--- src/rtl/cache_pkg.sv ---
// cache_pkg: shared constants and types for the direct-mapped read cache
// controller.
//   LINE_W                    : width of one cache line / memory block in bits.
//   INDEX_LSB / INDEX_MSB     : line index field of a byte address.
//   TAG_LSB                   : lowest bit of the tag field.
//   WORD_SEL_MSB/WORD_SEL_LSB : 32-bit word select within a line.
//   state_t                   : controller FSM states.
package cache_pkg;

  localparam int LINE_W       = 512;
  localparam int INDEX_LSB    = 6;
  localparam int INDEX_MSB    = 10;
  localparam int TAG_LSB      = 11;
  localparam int WORD_SEL_MSB = 5;
  localparam int WORD_SEL_LSB = 2;
  localparam int INDEX_W      = INDEX_MSB - INDEX_LSB + 1;

  typedef enum logic [1:0] {
    IDLE   = 2'd0,
    LOOKUP = 2'd1,
    FILL   = 2'd2,
    RESP   = 2'd3
  } state_t;

endpackage

--- src/rtl/cache_tag_array.sv ---
// cache_tag_array: tag store for the direct-mapped cache.
//   clk, reset : clock; asynchronous active-high reset clears every valid bit.
//   idx        : line index used for both the read and the write port.
//   rd_tag     : stored tag of line idx (combinational read).
//   rd_valid   : valid bit of line idx (combinational read).
//   wr_en      : write strobe; stores wr_tag into line idx and marks it valid.
//   wr_tag     : tag to store.
module cache_tag_array
  import cache_pkg::*;
#(
  parameter int NLINES = 32,
  parameter int TAG_W  = 21
) (
  input  logic               clk,
  input  logic               reset,
  input  logic [INDEX_W-1:0] idx,
  output logic [TAG_W-1:0]   rd_tag,
  output logic               rd_valid,
  input  logic               wr_en,
  input  logic [TAG_W-1:0]   wr_tag
);

  logic [TAG_W-1:0]  tags [NLINES];
  logic [NLINES-1:0] valid;

  // Only the valid bits need clearing; tag contents are don't-care while invalid.
  always_ff @(posedge clk or posedge reset) begin
    if (reset) begin
      valid <= '0;
    end else if (wr_en) begin
      valid[idx] <= 1'b1;
    end
  end

  always_ff @(posedge clk) begin
    if (wr_en) begin
      tags[idx] <= wr_tag;
    end
  end

  assign rd_tag   = tags[idx];
  assign rd_valid = valid[idx];

endmodule

--- src/rtl/cache_ctrl.sv ---
// cache_ctrl: direct-mapped, read-only cache controller (one request at a time).
//   clk, reset        : clock (rising edge); asynchronous active-high reset.
//   cpu_req/cpu_addr  : read request, sampled only while idle.
//   cpu_ready         : one-cycle pulse; cpu_rdata is valid in that cycle.
//   cpu_rdata         : registered read data.
//   busy              : high whenever the controller is not idle.
//   mem_req/mem_addr  : block fetch, held until mem_ready.
//   mem_ready         : one-cycle acknowledge, mem_rdata valid the same cycle.
//   mem_rdata         : fetched block, word 0 in the top 32 bits.
//   write_cache       : line fill strobe to the external data array.
//   cache_addr        : latched request address driving the data array.
//   cache_data_in     : fill data (mem_rdata passed through).
//   ishit             : data array line valid bit for cache_addr.
//   cache_data_out    : data array word selected by cache_addr[5:2].
//   hit_cnt/miss_cnt  : saturating statistics counters.
//   fsm_state         : current FSM state, for observation.
//
// Handshakes: the CPU side has no back-pressure -- cpu_req is taken only in
// IDLE and ignored otherwise, and cpu_ready is a single-cycle pulse with no
// acknowledge. On the memory side mem_req is a level held with a stable
// mem_addr until a single-cycle mem_ready; mem_ready outside FILL is ignored.
module cache_ctrl
  import cache_pkg::*;
#(
  parameter int NLINES = 32,
  parameter int TAG_W  = 21
) (
  input  logic              clk,
  input  logic              reset,
  input  logic              cpu_req,
  input  logic [31:0]       cpu_addr,
  output logic              cpu_ready,
  output logic [31:0]       cpu_rdata,
  output logic              busy,
  output logic              mem_req,
  output logic [31:0]       mem_addr,
  input  logic              mem_ready,
  input  logic [LINE_W-1:0] mem_rdata,
  output logic              write_cache,
  output logic [31:0]       cache_addr,
  output logic [LINE_W-1:0] cache_data_in,
  input  logic              ishit,
  input  logic [31:0]       cache_data_out,
  output logic [31:0]       hit_cnt,
  output logic [31:0]       miss_cnt,
  output state_t            fsm_state
);

  state_t             state_q, state_d;
  logic [31:0]        addr_q;
  logic               refill_q;
  logic [INDEX_W-1:0] idx;
  logic [TAG_W-1:0]   tag;
  logic [TAG_W-1:0]   stored_tag;
  logic               stored_valid;
  logic               hit;

  assign idx = addr_q[INDEX_MSB:INDEX_LSB];
  assign tag = addr_q[TAG_LSB +: TAG_W];
  assign hit = ishit & stored_valid & (stored_tag == tag);

  cache_tag_array #(
    .NLINES (NLINES),
    .TAG_W  (TAG_W)
  ) u_tags (
    .clk      (clk),
    .reset    (reset),
    .idx      (idx),
    .rd_tag   (stored_tag),
    .rd_valid (stored_valid),
    .wr_en    (write_cache),
    .wr_tag   (tag)
  );

  always_ff @(posedge clk or posedge reset) begin
    if (reset) begin
      state_q <= IDLE;
    end else begin
      state_q <= state_d;
    end
  end

  always_comb begin
    state_d     = state_q;
    cpu_ready   = 1'b0;
    busy        = 1'b1;
    mem_req     = 1'b0;
    write_cache = 1'b0;
    case (state_q)
      IDLE: begin
        busy = 1'b0;
        if (cpu_req) state_d = LOOKUP;
      end
      LOOKUP: begin
        state_d = hit ? RESP : FILL;
      end
      FILL: begin
        mem_req = 1'b1;
        if (mem_ready) begin
          write_cache = 1'b1;
          state_d     = LOOKUP;
        end
      end
      RESP: begin
        cpu_ready = 1'b1;
        state_d   = IDLE;
      end
      default: state_d = IDLE;
    endcase
  end

  // refill_q marks the LOOKUP that re-checks a just-filled line, so that a
  // miss is counted once as a miss and not a second time as a hit.
  always_ff @(posedge clk or posedge reset) begin
    if (reset) begin
      addr_q    <= '0;
      cpu_rdata <= '0;
      hit_cnt   <= '0;
      miss_cnt  <= '0;
      refill_q  <= 1'b0;
    end else begin
      if (state_q == IDLE && cpu_req) addr_q <= cpu_addr;
      if (write_cache) refill_q <= 1'b1;
      if (state_q == LOOKUP) begin
        refill_q <= 1'b0;
        if (hit) begin
          cpu_rdata <= cache_data_out;
          if (!refill_q && hit_cnt != 32'hFFFF_FFFF) hit_cnt <= hit_cnt + 32'd1;
        end else if (miss_cnt != 32'hFFFF_FFFF) begin
          miss_cnt <= miss_cnt + 32'd1;
        end
      end
    end
  end

  assign mem_addr      = {addr_q[31:INDEX_LSB], {INDEX_LSB{1'b0}}};
  assign cache_addr    = addr_q;
  assign cache_data_in = mem_rdata;
  assign fsm_state     = state_q;

endmodule

--- config.mk ---
export PLATFORM = sky130hd
export DESIGN_NAME = cache_ctrl
export DESIGN_NICKNAME = d
export VERILOG_FILES = /design/src/rtl/cache_pkg.sv /design/src/rtl/cache_tag_array.sv /design/src/rtl/cache_ctrl.sv
export SDC_FILE = /design/constraint.sdc
export NUM_CORES = 1
export LEC_CHECK = 0
export ABC_AREA = 0
export CAP_MARGIN = 10
export CORE_AREA = 2 2 493 495
export CTS_CLUSTER_SIZE = 14
export DETAILED_ROUTE_END_ITERATION = 10
export DIE_AREA = 0 0 495 497
export PLACE_DENSITY = 0.44
export SLEW_MARGIN = 20
export SYNTH_ARGS = -nofsm -noshare
export SYNTH_HDL_FRONTEND = slang
export SYNTH_SLANG_ARGS = --single-unit
--- constraint.sdc ---
create_clock -name clk -period 13.75 [get_ports clk]
set_input_delay 2.0625 -clock clk [delete_from_list [all_inputs] [get_ports clk]]
set_output_delay 2.0625 -clock clk [all_outputs]
set_load 0.1 [all_outputs]
==> impl_metrics.ini <==
[outcome]
outcome = finished clean

[logic_synthesis]
synthSimpleGateAreaFrac_pct = 5.76
yosysTopAreaCell = edfxtp_1
syn_avg_cell_area_um2 = 14.8
synth_edf_count = 672
ys_warn_count = 0
ys.flop_type = edfxtp_1
synthMuxAreaShare_pct = 11.5
synth_compound_area_share_pct = 3.38
synth.distinct_cells = 51
syn_inst = 2517
syn_area_um2 = 37200
ys_ff_latch = 835
yosysMostFrequentCell = edfxtp_1
synth_fa_ha_area_share_pct = 0.0673
synth_top_area_share_pct = 54.3
yosysSeqAreaShare_pct = 65.2
synth-xor-area-share_pct = 1.51
netlist_top_cells_area = edfxtp_1, buf_4, dfrtp_1
synth_common_cells = edfxtp_1, buf_4, mux2i_1, o22ai_1, dfrtp_1
synth_top_family_by_area = buffers and inverters
synth-async-reset-ratio_pct = 19.5

[floorplanning]
dieArea_um2 = 246000
rows = 180
fp.dieH_um = 497
core-area_um2 = 240000
die_w_um = 495
initial_core_util_pct = 15.5
num_io_pins = 1259

[sta]
relSlewSlack_pct = 20.6
period_minus_slack_ns = 6.15
fin_crit_sh_pct = 44.7
holdWs_ns = 0.466
finalSetupViolCount = 0
hold_viol = 0
setup_ws_ns = 7.60
finalSetupTns_ns = 0
grt_setup_unrepaired = no
drv_slew = 0
tightest_slew_ns = 1.19
finalClockSkew_ns = 0.0560
max_freq_mhz = 163

[clocking]
clkSlewWorstSetupHoldPaths_ns = 0.06
numCtsBuffers = 88
cts_buffer_depth = 3
cts_tree = done
cts-root-buf = clkbuf_16
ctsResizeCount = 0
post_cts_buffers = 0
clock_latency_ns = 0.72
clock_sinks = 835
hold_buffers = 0
cts_max_level = 3

[pwr]
p_leak_nw = 14.6
p_per_area_nw_per_um2 = 210
ir_drop_mv = 0.196

[final_layout]
seqCellArea_um2 = 24300
fin_cells = 5532
final_util_pct = 17.8
area_growth_pct = 15.0
multi_input_area_um2 = 8580
nFillCells = 26200
final_nets = 2852
post_route_cells_drive_above_1_share_pct = 16.5

[global_route]
grt_pass1_wl_um = 305000
antenna_found_initial = 2
grt_max_degree = 133
grt.overflow.total = 0
grt_pass1_vias = 19900
grtUsageTotal_pct = 20.2

[worst_setup_path]
crit_top_cell = clkdlybuf4s50_1
crit_buf_inv = 2
critPathTopFamily = buffers and inverters
ff2ff_setup_slack_ns = 7.80
worstPathMaxFanout = 5
cp_cell_sequence = clkdlybuf4s50_1 -> and2_1 -> clkdlybuf4s50_1
required_ns = 11.69
max_stage_delay_ns = 1.20
start_kind = input pin
endpoint_kind = primary output
crit_type = in2out
arrival_ns = 4.09
crit_slowest_cell = clkdlybuf4s50_1

[worst_hold_path]
min_path_type = reg2reg

[run]
max_cap_violations = 0

[placement]
placed_cells = 5364
dp_slack_ns = 7.61
hpwl_um = 205000
gp_congestion = 0.915
io_buffers = 228

[route]
drtIter0Drc = 1948
vias = 20700
viasPerCell = 3.75
drt-wirelength-per-cell_um = 46.7
ant_nets = 0
post-route-drc-count = 0
wirelength_um = 258000
dr.pass1.iters = 5
## metal layers
metal  up-vias  track usage [%]  share of wire [%]  wire (um)
li1       8364                -                  -          -
met1     10300             15.0                 25      64400
met2      1924             30.2                 43     111000
met3       149             28.4                 31      79000
met4        22             2.42                1.1       2750
met5         -             4.17               0.47       1210
## per-stage QoR
stage	power (mW)	instance area [um2]
2_1_floorplan	6.27	37200
3_3_place_gp	6.54	39700
3_5_place_dp	6.55	39700
4_1_cts	9.08	42700
5_1_grt	9.30	42700
6_report	8.98	42700
## kinds of logic (layout without fill, tap and decap cells)
| kind of cell | count (synthesis) | count (layout) |
|---|---|---|
| AO/OA/AOI/OAI | 202 | 202 |
| XOR/XNOR | 64 | 64 |
| adder cells (fa/ha/maj) | 2 | 2 |
| buffers and inverters | 654 | 477 |
| flip-flops | 835 | 835 |
| multiplexers | 419 | 419 |
| other | 1 | 8 |
| AND/OR/NAND/NOR | 340 | 340 |
## report_power, final
group          switching, mW  internal, mW  leakage, nW
Clock                   1.10          1.41         1.46
Combinational           2.22         0.885         5.08
Sequential             0.186          3.18         8.09
Total                   3.50          5.48         14.6
## cells in the final DEF (no fill, tap or decap), drive strengths merged, types with 5 or more instances in the layout
cell type | synthesis | routed
and3 | 20 | 20
a21oi | 14 | 14
nand3b | 5 | 5
xor2 | 57 | 57
inv | 9 | 13
nor2 | 50 | 50
conb | 1 | 6
bufinv | 0 | 11
nand3 | 24 | 24
mux2i | 353 | 353
clkbuf | 12 | 100
clkdlybuf4s50 | 0 | 223
nand4b | 7 | 7
nand4bb | 5 | 5
edfxtp | 672 | 672
or4b | 5 | 5
o22ai | 177 | 177
nor3b | 5 | 5
xnor2 | 7 | 7
or2 | 35 | 35
nor4 | 74 | 74
clkinv | 0 | 48
buf | 633 | 79
nand4 | 15 | 15
mux2 | 66 | 66
nor3 | 24 | 24
nand2 | 32 | 32
nor4b | 5 | 5
and2 | 7 | 7
dfrtp | 163 | 163
## worst reg2reg max path, delay by kind of cell (launching register included)
kind	cells	cell delay [ns]
buffers and inverters	3	1.72
muxes	2	0.96
DFF	1	0.80
and+or+nand+nor	5	2.05
AOI/OAI and AO/OA	2	0.28
## flip-flops by register name, indices dropped and copies added, names as in the netlist
signal	flops
u_tags.tags	672
cache_addr	32
cpu_rdata	32
hit_cnt	32
miss_cnt	32
u_tags.valid	32
fsm_state	2
refill_q	1
## area by class of cell
type / count / share of cell area (%)
multi-input cells: 1033 / 20.1
clock inverters: 66 / 1.75
repair buffers: 302 / 6.66
diodes: 2 / 0.0117
flip-flops and latches: 835 / 56.8
inverters: 9 / 0.0966
well taps: 3185 / 9.32
clock buffers: 100 / 5.30
## worst paths after layout
| path | start | to | cells after the start |
|---|---|---|---|
| setup / recovery | mem_ready | write_cache | 3 |
| hold / removal | u_tags.valid[9] | u_tags.valid[9] | 1 |
| setup reg to reg | cache_addr[7] | hit_cnt[1] | 12 |
| hold reg to reg | u_tags.valid[9] | u_tags.valid[9] | 1 |
| max in group asynchronous | reset | hit_cnt[19] | 3 |
| min in group asynchronous | reset | cache_addr[13] | 2 |
(Power assumes the default switching activity.)
